## src/rtl/mdu_pkg.sv

```systemverilog
// Shared definitions for the multiply/divide unit: operation codes,
// FSM state encodings and the default operand width.
package mdu_pkg;

    localparam int DEF_WIDTH = 32;

    typedef enum logic [1:0] {
        OP_MULT  = 2'b00,
        OP_MULTU = 2'b01,
        OP_DIV   = 2'b10,
        OP_DIVU  = 2'b11
    } op_e;

    typedef enum logic [2:0] {
        S_IDLE = 3'd0,
        S_PREP = 3'd1,
        S_CALC = 3'd2,
        S_FIX  = 3'd3,
        S_DONE = 3'd4
    } state_e;

    // Upper op bit selects the divide class.
    function automatic logic op_is_div(input logic [1:0] op);
        return op[1];
    endfunction

    // MULT and DIV work on two's-complement operands.
    function automatic logic op_is_signed(input logic [1:0] op);
        return (op == OP_MULT) || (op == OP_DIV);
    endfunction

endpackage

```

## src/rtl/mdu_step.sv

```systemverilog
// One radix-2 iteration on the {upper, lower} accumulator.
// Multiply: conditional add of the multiplicand into the upper half, then
// shift the whole accumulator right (the multiplier drains out of the low end).
// Divide: shift the partial remainder left by one dividend bit, trial-subtract
// the divisor, keep the difference when it does not borrow, and shift the
// quotient bit into the low end.
module mdu_step
    import mdu_pkg::*;
#(
    parameter int WIDTH = DEF_WIDTH
) (
    input  logic                 i_is_div,
    input  logic [2*WIDTH-1:0]   i_acc,
    input  logic [WIDTH-1:0]     i_opnd,
    output logic [2*WIDTH-1:0]   o_acc
);

    logic [WIDTH:0] w_add;
    logic [WIDTH:0] w_rem_sh;
    logic [WIDTH:0] w_diff;

    // Single shift-add or shift-compare-subtract step.
    always_comb begin
        w_add    = {1'b0, i_acc[2*WIDTH-1:WIDTH]} + (i_acc[0] ? {1'b0, i_opnd} : '0);
        w_rem_sh = {i_acc[2*WIDTH-1:WIDTH], i_acc[WIDTH-1]};
        w_diff   = w_rem_sh - {1'b0, i_opnd};
        if (i_is_div) begin
            // Bit WIDTH of the difference is the borrow: set means restore.
            if (!w_diff[WIDTH]) begin
                o_acc = {w_diff[WIDTH-1:0], i_acc[WIDTH-2:0], 1'b1};
            end else begin
                o_acc = {w_rem_sh[WIDTH-1:0], i_acc[WIDTH-2:0], 1'b0};
            end
        end else begin
            o_acc = {w_add, i_acc[WIDTH-1:1]};
        end
    end

endmodule

```

## src/rtl/mult_div_unit.sv

```systemverilog
// Iterative MULT/MULTU/DIV/DIVU unit feeding the HI/LO register pair.
// All state moves on the falling clock edge, alongside the PC and HILO.
// Handshake: start is only taken in IDLE or DONE; busy covers PREP..FIX;
// done/hilo_we pulse for the single DONE cycle; cancel drops an operation
// in flight without touching hi/lo.
module mult_div_unit
    import mdu_pkg::*;
#(
    parameter int WIDTH = DEF_WIDTH,
    parameter int CNT_W = 6
) (
    input  logic             clk,
    input  logic             rst_n,
    input  logic             start,
    input  logic [1:0]       op,
    input  logic [WIDTH-1:0] a,
    input  logic [WIDTH-1:0] b,
    input  logic             cancel,
    output logic             busy,
    output logic             done,
    output logic             hilo_we,
    output logic [WIDTH-1:0] hi,
    output logic [WIDTH-1:0] lo,
    output logic [2:0]       dbg_state
);

    state_e               r_state;
    state_e               w_state_next;
    logic [1:0]           r_op;
    logic [WIDTH-1:0]     r_a;
    logic [WIDTH-1:0]     r_b;
    logic [WIDTH-1:0]     r_opnd;
    logic [2*WIDTH-1:0]   r_acc;
    logic [CNT_W-1:0]     r_cnt;
    logic                 r_neg_res;
    logic                 r_neg_rem;
    logic [WIDTH-1:0]     r_hi;
    logic [WIDTH-1:0]     r_lo;

    logic                 w_is_div;
    logic                 w_signed;
    logic                 w_last;
    logic [WIDTH-1:0]     w_a_abs;
    logic [WIDTH-1:0]     w_b_abs;
    logic [2*WIDTH-1:0]   w_step;
    logic [2*WIDTH-1:0]   w_prod_neg;
    logic [WIDTH-1:0]     w_quo_neg;
    logic [WIDTH-1:0]     w_rem_neg;

    assign w_is_div   = op_is_div(r_op);
    assign w_signed   = op_is_signed(r_op);
    assign w_last     = (r_cnt == CNT_W'(WIDTH - 1));
    assign w_a_abs    = (w_signed && r_a[WIDTH-1]) ? -r_a : r_a;
    assign w_b_abs    = (w_signed && r_b[WIDTH-1]) ? -r_b : r_b;
    assign w_prod_neg = -r_acc;
    assign w_quo_neg  = -r_acc[WIDTH-1:0];
    assign w_rem_neg  = -r_acc[2*WIDTH-1:WIDTH];

    mdu_step #(.WIDTH(WIDTH)) u_step (
        .i_is_div (w_is_div),
        .i_acc    (r_acc),
        .i_opnd   (r_opnd),
        .o_acc    (w_step)
    );

    // State register.
    always_ff @(negedge clk or negedge rst_n) begin
        if (!rst_n) begin
            r_state <= S_IDLE;
        end else begin
            r_state <= w_state_next;
        end
    end

    // Next-state logic; cancel wins over everything while busy.
    always_comb begin
        w_state_next = r_state;
        case (r_state)
            S_IDLE, S_DONE: w_state_next = start ? S_PREP : S_IDLE;
            S_PREP:         w_state_next = cancel ? S_IDLE : S_CALC;
            S_CALC:         w_state_next = cancel ? S_IDLE : (w_last ? S_FIX : S_CALC);
            S_FIX:          w_state_next = cancel ? S_IDLE : S_DONE;
            default:        w_state_next = S_IDLE;
        endcase
    end

    // Status outputs decoded from the state register.
    always_comb begin
        busy    = 1'b0;
        done    = 1'b0;
        hilo_we = 1'b0;
        case (r_state)
            S_PREP, S_CALC, S_FIX: busy = 1'b1;
            S_DONE: begin
                done    = 1'b1;
                hilo_we = 1'b1;
            end
            default: ;
        endcase
    end

    // Operand capture, sign extraction, iteration and result fixup.
    always_ff @(negedge clk or negedge rst_n) begin
        if (!rst_n) begin
            r_op      <= '0;
            r_a       <= '0;
            r_b       <= '0;
            r_opnd    <= '0;
            r_acc     <= '0;
            r_cnt     <= '0;
            r_neg_res <= 1'b0;
            r_neg_rem <= 1'b0;
            r_hi      <= '0;
            r_lo      <= '0;
        end else begin
            case (r_state)
                S_IDLE, S_DONE: begin
                    if (start) begin
                        r_op <= op;
                        r_a  <= a;
                        r_b  <= b;
                    end
                end
                S_PREP: begin
                    // Multiply iterates over b with a as the addend; divide
                    // shifts a out as the dividend with b as the divisor.
                    r_acc     <= {{WIDTH{1'b0}}, (w_is_div ? w_a_abs : w_b_abs)};
                    r_opnd    <= w_is_div ? w_b_abs : w_a_abs;
                    r_neg_res <= w_signed & (r_a[WIDTH-1] ^ r_b[WIDTH-1]);
                    r_neg_rem <= w_signed & r_a[WIDTH-1];
                    r_cnt     <= '0;
                end
                S_CALC: begin
                    r_acc <= w_step;
                    r_cnt <= r_cnt + CNT_W'(1);
                end
                S_FIX: begin
                    // A cancelled operation must leave hi/lo untouched.
                    if (!cancel) begin
                        if (w_is_div) begin
                            r_lo <= r_neg_res ? w_quo_neg : r_acc[WIDTH-1:0];
                            r_hi <= r_neg_rem ? w_rem_neg : r_acc[2*WIDTH-1:WIDTH];
                        end else begin
                            {r_hi, r_lo} <= r_neg_res ? w_prod_neg : r_acc;
                        end
                    end
                end
                default: ;
            endcase
        end
    end

    assign hi        = r_hi;
    assign lo        = r_lo;
    assign dbg_state = r_state;

endmodule

```

## config.mk

```make
export PLATFORM = sky130hd
export DESIGN_NAME = mult_div_unit
export DESIGN_NICKNAME = d
export VERILOG_FILES = /design/src/rtl/mdu_pkg.sv /design/src/rtl/mdu_step.sv /design/src/rtl/mult_div_unit.sv
export SDC_FILE = /design/constraint.sdc
export NUM_CORES = 1
export LEC_CHECK = 0
export CAP_MARGIN = 30
export CORE_ASPECT_RATIO = 0.7
export CORE_UTILIZATION = 48
export CTS_BUF_LIST = sky130_fd_sc_hd__clkbuf_16
export DETAILED_ROUTE_END_ITERATION = 8
export GPL_TIMING_DRIVEN = 1
export MAX_ROUTING_LAYER = met4
export PLACE_DENSITY = 0.67
export SLEW_MARGIN = 20
export SYNTH_ARGS = -nofsm -noshare
export SYNTH_HDL_FRONTEND = slang
export SYNTH_SLANG_ARGS = --single-unit
export TNS_END_PERCENT = 5
```

## constraint.sdc

```tcl
create_clock -name clk -period 4 [get_ports clk]
set_input_delay 0.8 -clock clk [delete_from_list [all_inputs] [get_ports clk]]
set_output_delay 0.8 -clock clk [all_outputs]
set_load 0.005 [all_outputs]
```

### Word level (Yosys, flattened, before mapping)

Index checks and enable logic that the tools add are counted.

| cells by class | value |
|---|---|
| bitwise logic cells | 4 |
| equality and inequality tests | 6 |
| multiplexer cells | 22 |
| $add $sub $neg | 8 |
| reductions and logical operators | 10 |

Operator list:

| kind | count |
|---|---|
| 32-bit 2-to-1 mux | 9 |
| 64-bit 2-to-1 mux | 3 |
| 32-bit negation | 4 |
| 64-bit one-hot mux with 2 select lines | 1 |
| 64-bit negation | 1 |
| 32-bit by 33-bit adder with 33-bit output | 1 |
| 33-bit by 32-bit subtractor with 33-bit output | 1 |
| 3-bit one-hot mux with 4 select lines | 1 |
| 6-bit one-hot mux with 2 select lines | 1 |
| 6-bit by 1-bit adder with 6-bit output (second input constant) | 1 |
| 3-bit by 2-bit equality test with 1-bit output (second input constant) | 2 |
| 6-bit by 5-bit equality test with 1-bit output (second input constant) | 1 |
| 1-bit 2-to-1 mux | 4 |
| 2-bit 2-to-1 mux | 2 |
| 2-bit AND reduction | 2 |
| 3-bit by 1-bit equality test with 1-bit output (second input constant) | 1 |
| 3-bit equality test (second input constant) | 1 |
| 3-bit logical NOT | 1 |
| 3-bit 2-to-1 mux | 1 |
| 3-bit OR reduction | 1 |
| 1-bit bitwise AND | 2 |
| 2-bit equality test (second input constant) | 1 |
| 1-bit logical AND | 2 |
| 2-bit logical NOT | 1 |
| 5 further kinds | 5 |

| storage, ports and cells | value |
|---|---|
| bits in registers | 237 |
| input bits | 70 |
| word-level logic and storage cells | 61 |
| output and inout bits | 70 |

### Longest topological paths before layout

| depth | value |
|---|---|
| word-level depth | 6 |
| mapped depth | 14 |
| mapped depth without buffers | 13 |

### Modules after synthesis

Synthesis repeated with hierarchy kept, for this count alone.

| second synthesis, totals | value |
|---|---|
| cells, all modules | 1967 |
| area, all modules | 17280.3 um^2 |

Modules (own cells, without submodules):

| module | cells an instance | sequential area each (um^2) | times used | area each (um^2) |
|---|---|---|---|---|
| mult_div_unit | 1279 | 5930.7 | 1 | 12459.4 |
| mdu_step | 688 | 0.0 | 1 | 4820.9 |

==> impl_metrics.py <==
metrics = {
    "layout": {
        "filler_cell_count": 3027,
        "synthToLayoutAreaGrowth_pct": 18.9,
        "nets": 2256,
        "layout-drive-gt1-share_pct": 13.8,
        "diodes": 0,
        "layoutNonFillerInstCount": 2597,
    },
    "yosys": {
        "ys_async_sr_fraction_pct": 100,
        "synthFlopType": "dfrtn_1",
        "syn_area_per_cell_sq_um": 8.55,
        "syn_area_sq_um": 16700,
        "synth_edf_count": 0,
        "synth-seq-cells": 237,
        "synth_cell_types": 72,
        "netlist_instances": 1952,
        "synthesis.nets": 2093,
        "ys.warnings.count": 0,
        "seq_area_frac_synth_pct": 35.5,
    },
    "detailed_routing": {
        "drt_iter0_markers": 1474,
        "num_vias": 15600,
        "dr.pass1.iters": 5,
        "routed_wl_microns": 54000,
        "ant_nets": 0,
        "drcViolationCount": 0,
        "wl_per_cell_microns": 20.8,
        "viasPerCell": 6.00,
    },
    "worst_setup_path": {
        "max_stage_delay_ns": 0.42,
        "arrival_ns": 3.42,
        "crit_slowest_cell": "dfrtn_1",
        "critPathMaxFanout": 2,
        "start_kind": "flip-flop",
        "worstSetupPathType": "flip-flop to output port",
        "reg2reg_depth": 14,
        "required_ns": 3.20,
        "critPathCaptureType": "output port",
        "cp_cell_sequence": "buf_6 > buf_6 > and2_4 > buf_6",
        "cpMostUsedCell": "buf_6",
        "rrSetupSlack_ns": 0.15,
    },
    "clock_tree": {
        "cts_tree": "done",
        "insertion_delay_ns": 0.56,
        "root_buffer": "clkbuf_16",
        "path_clk_slew_ns": 0.04,
        "hold_buffers": 0,
        "clock-sinks": 237,
        "cts_buffers": 25,
        "cts-htree-levels": 1,
        "cts_buffer_depth": 3,
    },
    "sta": {
        "fin_skew_ns": 0.0204,
        "setup_viol": 4,
        "rsz0062_at_grt": "yes",
        "whs_ns": 0.423,
        "relSlewSlack_pct": 36.6,
        "tightest_slew_ns": 0.950,
        "tns_ns": -0.624,
        "hold_viol": 0,
        "slew_viol_final": 0,
        "setup_slack_ns": -0.218,
    },
    "power_and_ir_drop": {
        "peakVddDrop_mv": 0.407,
        "power_density_nw_per_um2": 937,
        "leakage_nw": 8.95,
        "switching_share_pct": 48.4,
        "p_clk_share_pct": 13.0,
        "internal-power_mw": 9.60,
        "power.switching_mw": 9.00,
        "pwr-share-comb_pct": 62.1,
        "pwr-share-seq_pct": 24.9,
    },
    "floorplan": {
        "fp-row-count": 56,
        "initial_core_util_pct": 49.3,
        "die_x_microns": 225,
        "die_area_sq_um": 35500,
        "io_pins": 140,
        "die_y_microns": 158,
        "core_sq_um": 33800,
    },
    "hold_path": {
        "hold_depth": 2,
        "hp-class": "flip-flop to flip-flop",
    },
    "status": {
        "status": "finished, violations left",
        "violations": "negative setup slack",
    },
    "placed_design": {
        "dp_hpwl_microns": 41600,
        "dp_cells": 2536,
        "gp_congestion": 0.981,
        "io_buffers": 139,
    },
    "grt": {
        "grt_usage_pct": 31.3,
        "grt_max_degree": 99,
        "overflow": 0,
        "antenna_found_initial": 0,
        "grt_pass1_vias": 14300,
        "grt_pass1_wl_microns": 83500,
    },
    "flow_run": {
        "cap_violations": 0,
    },
}
-- Yosys cell counts (5+ instances only) --
library cell	n	area, sq um
mux2_2	62	698
nor2b_1	15	93.8
nor3b_1	6	45.0
nand4_1	15	93.8
buf_2	6	30.0
a311oi_1	7	61.3
nand2b_1	21	131
inv_1	57	214
o31ai_1	26	195
a221o_1	5	50.1
o21bai_1	9	67.6
o211ai_1	12	90.1
nor4_1	20	125
nor2_1	144	541
xor2_1	82	718
o21a_1	8	60.1
dfrtn_1	237	5930
a211o_1	6	52.6
o22ai_1	7	43.8
nand3_1	38	190
a21o_1	33	248
or3_1	24	150
or2_2	7	43.8
clkbuf_1	96	360
or4_1	11	82.6
and3_1	19	119
o21ai_0	226	1130
a31oi_1	14	87.6
a22oi_1	15	113
nor3_1	26	130
mux2i_1	70	701
xnor2_1	84	736
o41ai_1	9	78.8
and2_1	6	37.5
buf_1	12	45.0
o221ai_1	37	324
a21oi_1	114	571
nand2_1	240	901
ha_1	69	863
a211oi_1	6	45.0
-- through the flow --
step           util (%)  total power [mW]  area, sq um  setup slack, ns
3_5_place_dp       56.5              16.0        19100           -0.252
2_1_floorplan         -              12.1        16700          -0.0567
3_3_place_gp       56.5              15.9        19100           -0.230
6_report           58.7              18.6        19900           -0.218
5_1_grt            58.7              20.0        19900           -0.262
4_1_cts            59.1              18.4        20000           -0.230
-- cell families after synthesis --
| kind of cell | after synthesis | share of synthesized area, % |
|---|---|---|
| simple gates | 611 | 17.1 |
| xor+xnor | 166 | 8.71 |
| buf+inv | 173 | 3.97 |
| mux | 132 | 8.38 |
| fa+ha+maj | 71 | 5.41 |
| compound gates | 562 | 20.9 |
| flops | 237 | 35.5 |
-- registers in the layout (all words and copies together) (netlist names) --
register / flops
r_op: 2
r_neg_res: 1
r_cnt: 6
r_acc: 64
r_opnd: 32
hi: 32
dbg_state: 3
lo: 32
r_a: 32
r_b: 32
r_neg_rem: 1
-- cell usage in the layout (no fill, tap or decap), types with 8 or more instances in the layout --
cell type / synthesis / layout
nand2_1: 240 / 240
dfrtn_1: 237 / 237
o21ai_0: 226 / 226
nor2_1: 144 / 143
a21oi_1: 114 / 114
buf_4: 1 / 98
xnor2_1: 84 / 84
xor2_1: 82 / 82
mux2i_1: 70 / 70
ha_1: 69 / 69
clkdlybuf4s50_1: 0 / 68
inv_1: 57 / 64
mux2_2: 62 / 62
nand3_1: 38 / 37
o221ai_1: 37 / 37
a21o_1: 33 / 33
clkbuf_2: 1 / 27
nor3_1: 26 / 26
o31ai_1: 26 / 26
clkbuf_16: 0 / 25
or3_1: 24 / 24
buf_2: 6 / 23
nand2b_1: 21 / 21
nor4_1: 20 / 19
and3_1: 19 / 18
nor2b_1: 15 / 15
nand4_1: 15 / 15
a22oi_1: 15 / 15
a31oi_1: 14 / 14
clkdlybuf4s15_1: 0 / 13
o211ai_1: 12 / 12
or4_1: 11 / 11
buf_12: 0 / 11
o21bai_1: 9 / 9
o41ai_1: 9 / 9
buf_6: 0 / 9
o21a_1: 8 / 8
-- worst max-delay path: cells and delay by family (launching register included) --
family / cells / cell delay (ns)
buf+inv: 3 / 0.30
flops: 1 / 0.42
simple gates: 1 / 0.14
-- cell type report --
class,instances,area [sq um],area share [%]
clock buffer,25,626,3.15
clock inverter,20,204,1.03
inverter,57,214,1.08
multi-input combinational,1542,10100,51.1
sequential,237,5930,29.9
tap,464,581,2.92
timing repair buffer,252,2160,10.9
-- layer usage --
metal / vias to the layer above / track usage [%] / wire, microns
met5: - / - / 0
li1: 7353 / - / -
met1: 7485 / 46.9 / 26300
met3: 55 / 7.72 / 5400
met4: 0 / 5.47 / 800
met2: 680 / 42.4 / 21500
-- repair_timing --
item | in CTS | in global routing
setup endpoints to repair | 75 | 42
resized for setup | 206 | 31
buffers inserted | 16 | 0
pin swaps | 2 | 0
-- final timing paths --
path / endpoint / from
worst max-delay path: hilo_we / dbg_state[2]$_DFF_NN0_
min in group asynchronous: lo[15]$_DFFE_NN0P_ / rst_n
worst max register to register: r_acc[61]$_DFFE_NN0P_ / r_acc[0]$_DFFE_NN0P_
max in group asynchronous: r_acc[52]$_DFFE_NN0P_ / rst_n
worst min register to register: lo[13]$_DFFE_NN0P_ / lo[13]$_DFFE_NN0P_
worst min-delay path: lo[13]$_DFFE_NN0P_ / lo[13]$_DFFE_NN0P_
-- power by group through the flow --
stage                     Combinational (mW)  Sequential [mW]  Clock, mW
after global placement                  11.3             4.58          0
after floorplan                         7.79             4.29          0
after global routing                    12.7             4.75       2.55
after CTS                               11.4             4.57       2.46
after detailed placement                11.4             4.61          0
final                                   11.5             4.63       2.42
Note: power is estimated with default switching activity, not from simulation.
